<file path="src/rtl/sc_relay_sequencer.sv">
// Power-path sequencer: turns a charge request into precharge, relay close and current ramp,
// with instant abort on fault or grid loss, exponential retry backoff and lockout.
module sc_relay_sequencer #(
  parameter int PRECHARGE_CYC = 16,
  parameter int SETTLE_CYC    = 4,
  parameter int CUR_W         = 8,
  parameter int I_MAX         = 200,
  parameter int RAMP_STEP     = 10,
  parameter int BACKOFF_CYC   = 32,
  parameter int MAX_RETRIES   = 3
) (
  input  logic             clk,
  input  logic             rst,
  input  logic             charge_enable,
  input  logic             battery_connected,
  input  logic             battery_full,
  input  logic             grid_ok,
  input  logic             ml_predict_instability,
  input  logic             fault_flag,
  output logic             precharge_en,
  output logic             relay_activation,
  output logic [CUR_W-1:0] current_limit,
  output logic [3:0]       seq_state,
  output logic [2:0]       retry_count,
  output logic             lockout
);

  typedef enum logic [3:0] {
    S_IDLE      = 4'd0,
    S_PRECHARGE = 4'd1,
    S_CLOSE     = 4'd2,
    S_RAMP      = 4'd3,
    S_CHARGE    = 4'd4,
    S_RAMP_DOWN = 4'd5,
    S_OPEN      = 4'd6,
    S_BACKOFF   = 4'd7,
    S_LOCKOUT   = 4'd8
  } state_t;

  localparam logic [CUR_W-1:0] FULL_I       = CUR_W'(I_MAX);
  localparam logic [CUR_W-1:0] HALF_I       = CUR_W'(I_MAX >> 1);
  localparam logic [CUR_W-1:0] STEP_I       = CUR_W'(RAMP_STEP);
  localparam logic [CUR_W:0]   STEP_W       = (CUR_W+1)'(RAMP_STEP);
  localparam logic [31:0]      PRE_LOAD     = 32'(PRECHARGE_CYC - 1);
  localparam logic [31:0]      SETTLE_LOAD  = 32'(SETTLE_CYC - 1);
  localparam logic [31:0]      BACKOFF_BASE = 32'(BACKOFF_CYC);
  localparam logic [2:0]       RETRY_LIMIT  = 3'(MAX_RETRIES);

  state_t             state;
  logic [31:0]        timer;
  logic               go;
  logic               abort;
  logic               stop;
  logic               abortable;
  logic               timer_done;
  logic [CUR_W-1:0]   target;
  logic [CUR_W-1:0]   toward_next;
  logic [CUR_W-1:0]   down_next;
  logic [CUR_W:0]     cur_w;
  logic [CUR_W:0]     tgt_w;
  logic [CUR_W:0]     up_sum;

  assign seq_state = state;

  // Request decode plus the next ramp values; sums are one bit wider so a step never wraps.
  always_comb begin
    go         = charge_enable & battery_connected & ~battery_full & grid_ok & ~fault_flag;
    abort      = fault_flag | ~grid_ok;
    stop       = ~charge_enable | battery_full | ~battery_connected;
    target     = ml_predict_instability ? HALF_I : FULL_I;
    abortable  = state inside {S_PRECHARGE, S_CLOSE, S_RAMP, S_CHARGE, S_RAMP_DOWN};
    timer_done = (timer == 32'd0);
    cur_w      = {1'b0, current_limit};
    tgt_w      = {1'b0, target};
    up_sum     = cur_w + STEP_W;
    if (cur_w < tgt_w)
      toward_next = (up_sum > tgt_w) ? target : up_sum[CUR_W-1:0];
    else if (cur_w > tgt_w)
      toward_next = (cur_w < tgt_w + STEP_W) ? target : current_limit - STEP_I;
    else
      toward_next = current_limit;
    down_next = (current_limit <= STEP_I) ? '0 : current_limit - STEP_I;
  end

  // Timers are loaded with residency-1 and the state is left on the edge that finds them at zero.
  always_ff @(posedge clk or posedge rst) begin
    if (rst) begin
      state            <= S_IDLE;
      timer            <= '0;
      precharge_en     <= 1'b0;
      relay_activation <= 1'b0;
      current_limit    <= '0;
      retry_count      <= '0;
      lockout          <= 1'b0;
    end else if (abortable && abort) begin
      state            <= S_BACKOFF;
      timer            <= (BACKOFF_BASE << retry_count) - 32'd1;
      precharge_en     <= 1'b0;
      relay_activation <= 1'b0;
      current_limit    <= '0;
      if (retry_count != 3'd7)
        retry_count <= retry_count + 3'd1;
    end else begin
      case (state)
        S_IDLE: begin
          if (go) begin
            state        <= S_PRECHARGE;
            timer        <= PRE_LOAD;
            precharge_en <= 1'b1;
          end
        end
        S_PRECHARGE: begin
          if (stop) begin
            state        <= S_IDLE;
            timer        <= '0;
            precharge_en <= 1'b0;
          end else if (timer_done) begin
            state            <= S_CLOSE;
            timer            <= SETTLE_LOAD;
            relay_activation <= 1'b1;
          end else begin
            timer <= timer - 32'd1;
          end
        end
        S_CLOSE: begin
          if (stop) begin
            state            <= S_OPEN;
            timer            <= SETTLE_LOAD;
            precharge_en     <= 1'b0;
            relay_activation <= 1'b0;
          end else if (timer_done) begin
            state        <= S_RAMP;
            precharge_en <= 1'b0;
          end else begin
            timer <= timer - 32'd1;
          end
        end
        S_RAMP: begin
          if (stop) begin
            state <= S_RAMP_DOWN;
          end else begin
            current_limit <= toward_next;
            if (toward_next == target)
              state <= S_CHARGE;
          end
        end
        S_CHARGE: begin
          if (stop)
            state <= S_RAMP_DOWN;
          else
            current_limit <= toward_next;
        end
        S_RAMP_DOWN: begin
          current_limit <= down_next;
          if (down_next == '0) begin
            state            <= S_OPEN;
            timer            <= SETTLE_LOAD;
            relay_activation <= 1'b0;
          end
        end
        S_OPEN: begin
          if (timer_done) begin
            state       <= S_IDLE;
            retry_count <= '0;
          end else begin
            timer <= timer - 32'd1;
          end
        end
        S_BACKOFF: begin
          if (retry_count >= RETRY_LIMIT) begin
            state   <= S_LOCKOUT;
            timer   <= '0;
            lockout <= 1'b1;
          end else if (timer_done) begin
            state <= S_IDLE;
          end else begin
            timer <= timer - 32'd1;
          end
        end
        S_LOCKOUT: begin
          if (!charge_enable) begin
            state       <= S_IDLE;
            retry_count <= '0;
            lockout     <= 1'b0;
          end
        end
        default: begin
          state <= S_IDLE;
          timer <= '0;
        end
      endcase
    end
  end

endmodule

</file>
<file path="config.mk">
export PLATFORM = sky130hd
export DESIGN_NAME = sc_relay_sequencer
export DESIGN_NICKNAME = d
export VERILOG_FILES = /design/src/rtl/sc_relay_sequencer.sv
export SDC_FILE = /design/constraint.sdc
export NUM_CORES = 1
export LEC_CHECK = 0
export ABC_AREA = 1
export CAP_MARGIN = 20
export CORE_ASPECT_RATIO = 0.6
export CORE_MARGIN = 5
export CORE_UTILIZATION = 61
export DETAILED_ROUTE_END_ITERATION = 10
export GPL_ROUTABILITY_DRIVEN = 0
export PLACE_DENSITY = 0.79
export SLEW_MARGIN = 20
export SYNTH_ARGS = -nofsm -noshare
export SYNTH_HDL_FRONTEND = slang
export SYNTH_SLANG_ARGS = --single-unit
</file>
<file path="constraint.sdc">
create_clock -name clk -period 3.1 [get_ports clk]
set_input_delay 0.62 -clock clk [delete_from_list [all_inputs] [get_ports clk]]
set_output_delay 0.62 -clock clk [all_outputs]
set_load 0.02 [all_outputs]
</file>
* Yosys cells after proc, flatten, opt, wreduce, memory -nomap -nowiden
Cells that the tools add are included.
** Operators by class
- $add $sub $neg :: 6
- Order comparisons :: 6
- Equality and inequality tests :: 27
- Shift operators :: 1
- Mux-type cells :: 51
- Bitwise logic cells :: 13
- Reduce and logical (&&, ||, !) cells :: 19
** Operator list (number)
- two-way mux 32 bit :: 8
- one-hot mux 32 bit (7 select lines) :: 1
- two-way mux 8 bit :: 8
- subtractor 32 x 1 -> 32 bit (second input constant) :: 2
- two-way mux 4 bit :: 13
- one-hot mux 4 bit (9 select lines) :: 1
- logical NOT 32 bit :: 1
- left shift 6 x 3 -> 32 bit (first input constant) :: 1
- adder 8 x 4 -> 9 bit (second input constant) :: 2
- inequality test 3 x 2 -> 1 bit (second input constant) :: 6
- == test 4 x 3 -> 1 bit (second input constant) :: 4
- one-hot mux 8 bit (2 select lines) :: 1
- two-way mux 3 bit :: 4
- inequality test 3 bit (second input constant) :: 4
- AND reduction 4 bit :: 3
- two-way mux 1 bit :: 11
- > comparator 9 x 8 -> 1 bit :: 1
- < comparator 8 x 9 -> 1 bit :: 1
- == test 4 x 2 -> 1 bit (second input constant) :: 2
- == test 8 bit :: 1
- > comparator 8 bit :: 1
- <= comparator 8 x 4 -> 1 bit (second input constant) :: 1
- logical NOT 8 bit :: 1
- < comparator 8 bit :: 1
- other kinds (28) :: 44
** Storage, ports and cells
- Register bits after elaboration :: 50
- Output and inout bits :: 18
- Word-level logic and storage cells :: 130

* Longest topological paths before layout
- Depth in word-level cells :: 11
- Depth in mapped cells :: 25
- Mapped depth without buffers :: 25

* Least setup slack after synthesis
No wires, ideal clock.
- Path type :: reg2reg
- Start point :: register current_limit[1]
- End point :: register state[1] (netlist: seq_state[1])
- Data arrival time :: 2.710 ns
- Required time :: 3.034 ns
- Setup slack :: 0.324 ns
- Cell stages (with the launch flop) :: 24
- Path buffers :: 0
- Clock period less this slack :: 2.776 ns
- Cell sequence :: dfrtp_1 -> ha_1 -> nor2_1 -> nor2_1 -> nand2_1 -> xor2_1 -> inv_1 -> ha_1 -> inv_1 -> nor2_1 -> nand3b_1 -> nand2_1 -> inv_1 -> nor2_1 -> nor2_1 -> nor2_1 -> inv_1 -> o21ai_1 -> nand3_1 -> nand2_1 -> nand2_1 -> nand2_1 -> nand2_1 -> nand2_1
** Between the ends
- Longest elaborated chain between the ends :: 7
- Elaborated cells on any way between the ends :: 17
** RTL lines
- start: declaration :: line 22 : output logic [CUR_W-1:0] current_limit,
- start signal: assignment :: line 142 : current_limit <= toward_next;
- start signal: assignment :: line 151 : current_limit <= toward_next;
- start signal: assignment :: line 154 : current_limit <= down_next;
- adder 8 x 4 -> 9 bit (tied with other cells) :: line 75 : up_sum = cur_w + STEP_W;
- > comparator 9 x 8 -> 1 bit / two-way mux 8 bit (equally long branches) :: line 77, 79
- two-way mux 8 bit (on tied branches) :: line 77, 78
- two-way mux 8 bit :: line 76 : if (cur_w < tgt_w)
- == test 8 bit :: line 143 : if (toward_next == target)
- inequality test 4 x 2 -> 1 bit (no line)
- AND reduction 7 bit (no line) (*)
- end signal: assignment :: line 140 : state <= S_RAMP_DOWN;
- end signal: assignment :: line 144 : state <= S_CHARGE;
- end signal: assignment :: line 149 : state <= S_RAMP_DOWN;
- end: declaration :: line 49 : state_t state;
Every way passes the cells marked *; elsewhere a longest branch is shown, timed or not.
A chain may end at the register's enable or synchronous reset.

* Worst setup path in the final report
- Start point :: register current_limit[1]
- End point :: register state[2] (netlist: seq_state[2])
The elaborated chain is that of the path after synthesis.

==> results by group <==
Final layout
  • Filler instances: 566
  • Final core occ: 0.740
  • Layout cells sized above 1: 0.139
  • Post-route cell area: between 5000 and 6000 sq um
  • Antenna diode count: 0
  • Final #Nets: 759
  • Area growth, synth to finish: 19.3%

Detailed routing
  • Vias per inst: ~6
  • DRT met1 WL: 6.37 mm
  • Met2 wire len: about 5.4 mm
  • Total vias in the final route: between 5,000 and 6,000
  • DRC violations left: 0
  • Pre-antenna DRT Iters: 8
  • Initial DRC count: slightly below 900
  • Wire per inst: between 15 and 20 microns
  • DR top layer: met4
  • Wirelength, routed: between 10 and 15 mm
  • Post-route ant nets: 0
  • Met3 WL: 2.09 mm

STA
  • Period utilization: 0.953
  • Final Skew: approximately 0.0097 ns
  • Fmax: 0.338 GHz
  • Min Tclk post-route: 2.95 ns
  • Hold slack: a little under 0.5 ns
  • Worst Slack Setup Final: 0.146 ns
  • Max-slew violations: 0
  • Max-slew headroom: 0.501
  • Count of final setup violators: 0
  • Worst-Margin Slew: 0.741 ns
  • Fin. Hold Viols: 0

Floorplan
  • Effective utilization at floorplan: 0.620
  • Die ar.: 9190 sq um
  • Io pins: 26
  • Core ar.: 7210 sq um
  • Die W: 121 microns
  • Die Ht: 76.3 microns
  • Row Count: 24

Synth
  • Synth warn: 0
  • Seq/Total Area, Yosys: 0.280
  • Most frequent cell after synthesis: nand2_1
  • Post-synth EDFFs: 0
  • Main combinational cell family by area after synthesis: simple AND/OR/NAND/NOR gates
  • Synth Area in Simple Gates: 0.321
  • Main synth FF type: dfrtp_1
  • Cell taking the most area after synthesis: dfrtp_1
  • Synth top cells by count: 132 x nand2_1, 98 x inv_1, 91 x nor2_1
  • Post-synthesis compound-gate area fraction: 0.201
  • Post-synth top area share: 0.280
  • Distinct cells, synth: 58
  • Mux contribution to synthesized area: 0
  • Syn Nets: 697
  • Share of synthesized flip-flops with an asynchronous set or reset: 1.00
  • Cell Area, Synth: around 4500 sq um
  • Mean post-synth cell area: 6.74 sq um
  • Cells after Synth: 663
  • XOR/XNOR share of the synthesized area: 0.0235
  • Synth Register Bits: 50
  • Largest cells by area after synthesis: dfrtp_1 28%, nand2_1 11%, inv_1 8.2%, nor2_1 7.6%, ha_1 7.0%
  • Adder-cell share of the synthesized area: 0.0745

Placed design
  • DP Worst Slack: -0.205 ns
  • Placed Area: between 5000 and 6000 sq um
  • Detailed-placement wirelength estimate: 11.0 mm
  • IO Port Bufs: 25

Worst setup path
  • Worst Path Arrival: 3.20 ns
  • CP Max Fanout: 5
  • Required @ worst endpoint: between 3 and 4 ns
  • Startpoint types: flop
  • Critical path class: reg2reg
  • Element type at the critical path end: flop

GRT
  • First-pass GRT wire length: 23.3 mm
  • Antenna violations before repair: 0
  • Total GRT Usage: 0.314
  • Vias in the first global route: 4,583
  • Largest net degree at the start of global routing: 29
  • Total gr overflow: 0

Clock tree
  • CTS H-tree depth: 2
  • CTS sink cnt: 50
  • Clock-pin slew on the worst setup and hold paths: 0.07 ns
  • CTS Root Cell: clkbuf_16
  • CTS tree: done
  • Hold_buf cts: 0
  • Max Buffers Root-to-Sink: 2
  • Worst-Skew Late Latency: 0.30 ns
  • TritonCTS Buffers: 5

Status
  • Outcome: completed

Worst hold path
  • Class of the worst hold path: reg2reg

Flow run
  • Max Cap Viol: 0
worst paths after layout:
path | from | endpoint | slack (ns) | cells past startpoint
max reg2reg | current_limit[1]$_DFFE_PP0P_ | seq_state[2]$_DFFE_PP0P_ | 0.15 | 22
min reg2reg | relay_activation$_DFFE_PP0P_ | relay_activation$_DFFE_PP0P_ | 0.48 | 2
min | relay_activation$_DFFE_PP0P_ | relay_activation$_DFFE_PP0P_ | 0.48 | 2
max | current_limit[1]$_DFFE_PP0P_ | seq_state[2]$_DFFE_PP0P_ | 0.15 | 22
min in group asynchronous | rst | timer[0]$_DFFE_PP0P_ | 0.72 | 2
max in group asynchronous | rst | timer[20]$_DFFE_PP0P_ | 1.83 | 3
layout by cell type (no fill, tap or decap), types with 11 or more instances in the layout:
cell / n
dfrtp_1: 49
nor2_2: 11
nor2_1: 89
inv_1: 96
ha_1: 25
nand3_1: 29
nand4_1: 15
a21oi_1: 39
buf_4: 36
nor3_1: 16
inv_2: 11
clkdlybuf4s50_1: 24
nand2_1: 130
o21ai_0: 32
metrics by stage:
step	cells	setup TNS (ns)
6_report	817	0
3_5_place_dp	808	-1.04
5_1_grt	817	-0.0563
2_1_floorplan	663	0
4_1_cts	816	0
3_3_place_gp	808	-0.615
critical path, cell delays in order (launching register included):
cell and delay, ns:
dfrtp_1 0.40, ha_1 0.22, nor2_1 0.13, nor2_1 0.08
nand2_1 0.10, xor2_2 0.21, inv_1 0.08, ha_1 0.27
inv_1 0.03, nor2_1 0.12, nand2_1 0.07, nand2_1 0.08
nand2_2 0.09, buf_4 0.15, a31oi_1 0.17, nand3_1 0.09
nor2_1 0.12, nand3_1 0.09, nand2_1 0.06, nand2_1 0.10
nand2_2 0.10, nand2_1 0.05, nand2_1 0.06
final cells by class:
type | instances | area, sq um | area share
well taps | 91 | 114 | 0.0214
flip-flops and latches | 50 | 1250 | 0.235
multi-input cells | 497 | 2810 | 0.527
repair buffers | 62 | 543 | 0.102
clock buffers | 6 | 139 | 0.0261
inverters | 109 | 412 | 0.0772
clock inverters | 2 | 60.1 | 0.0113
layer usage:
layer	GRT usage	vias up
met5	0	-
met4	0.0826	0
met3	0.0950	52
met2	0.416	363
met1	0.487	2290
li1	-	2338
sequential cells by signal, summed over array words and instances (netlist names):
| signal | cells |
|---|---|
| current_limit | 8 |
| lockout | 1 |
| precharge_en | 1 |
| relay_activation | 1 |
| retry_count | 3 |
| seq_state | 4 |
| timer | 32 |
logic make-up (layout without fill, tap and decap cells):
kind of cell	after synthesis	count (layout)
AND/OR/NAND/NOR	319	319
XOR/XNOR	12	12
buffers and inverters	116	179
AO/OA/AOI/OAI	140	140
flip-flops	50	50
adder cells (fa/ha/maj)	26	26
timing repair:
item / CTS / global route
setup endpoints to repair: 0 / 19
gates resized for setup: 0 / 17
endpoints found under the hold margin: 0 / 0
setup buffers: 0 / 1
Power is not shown: default switching activity piles up to over one toggle a cycle in this logic, so the estimate is an artifact.
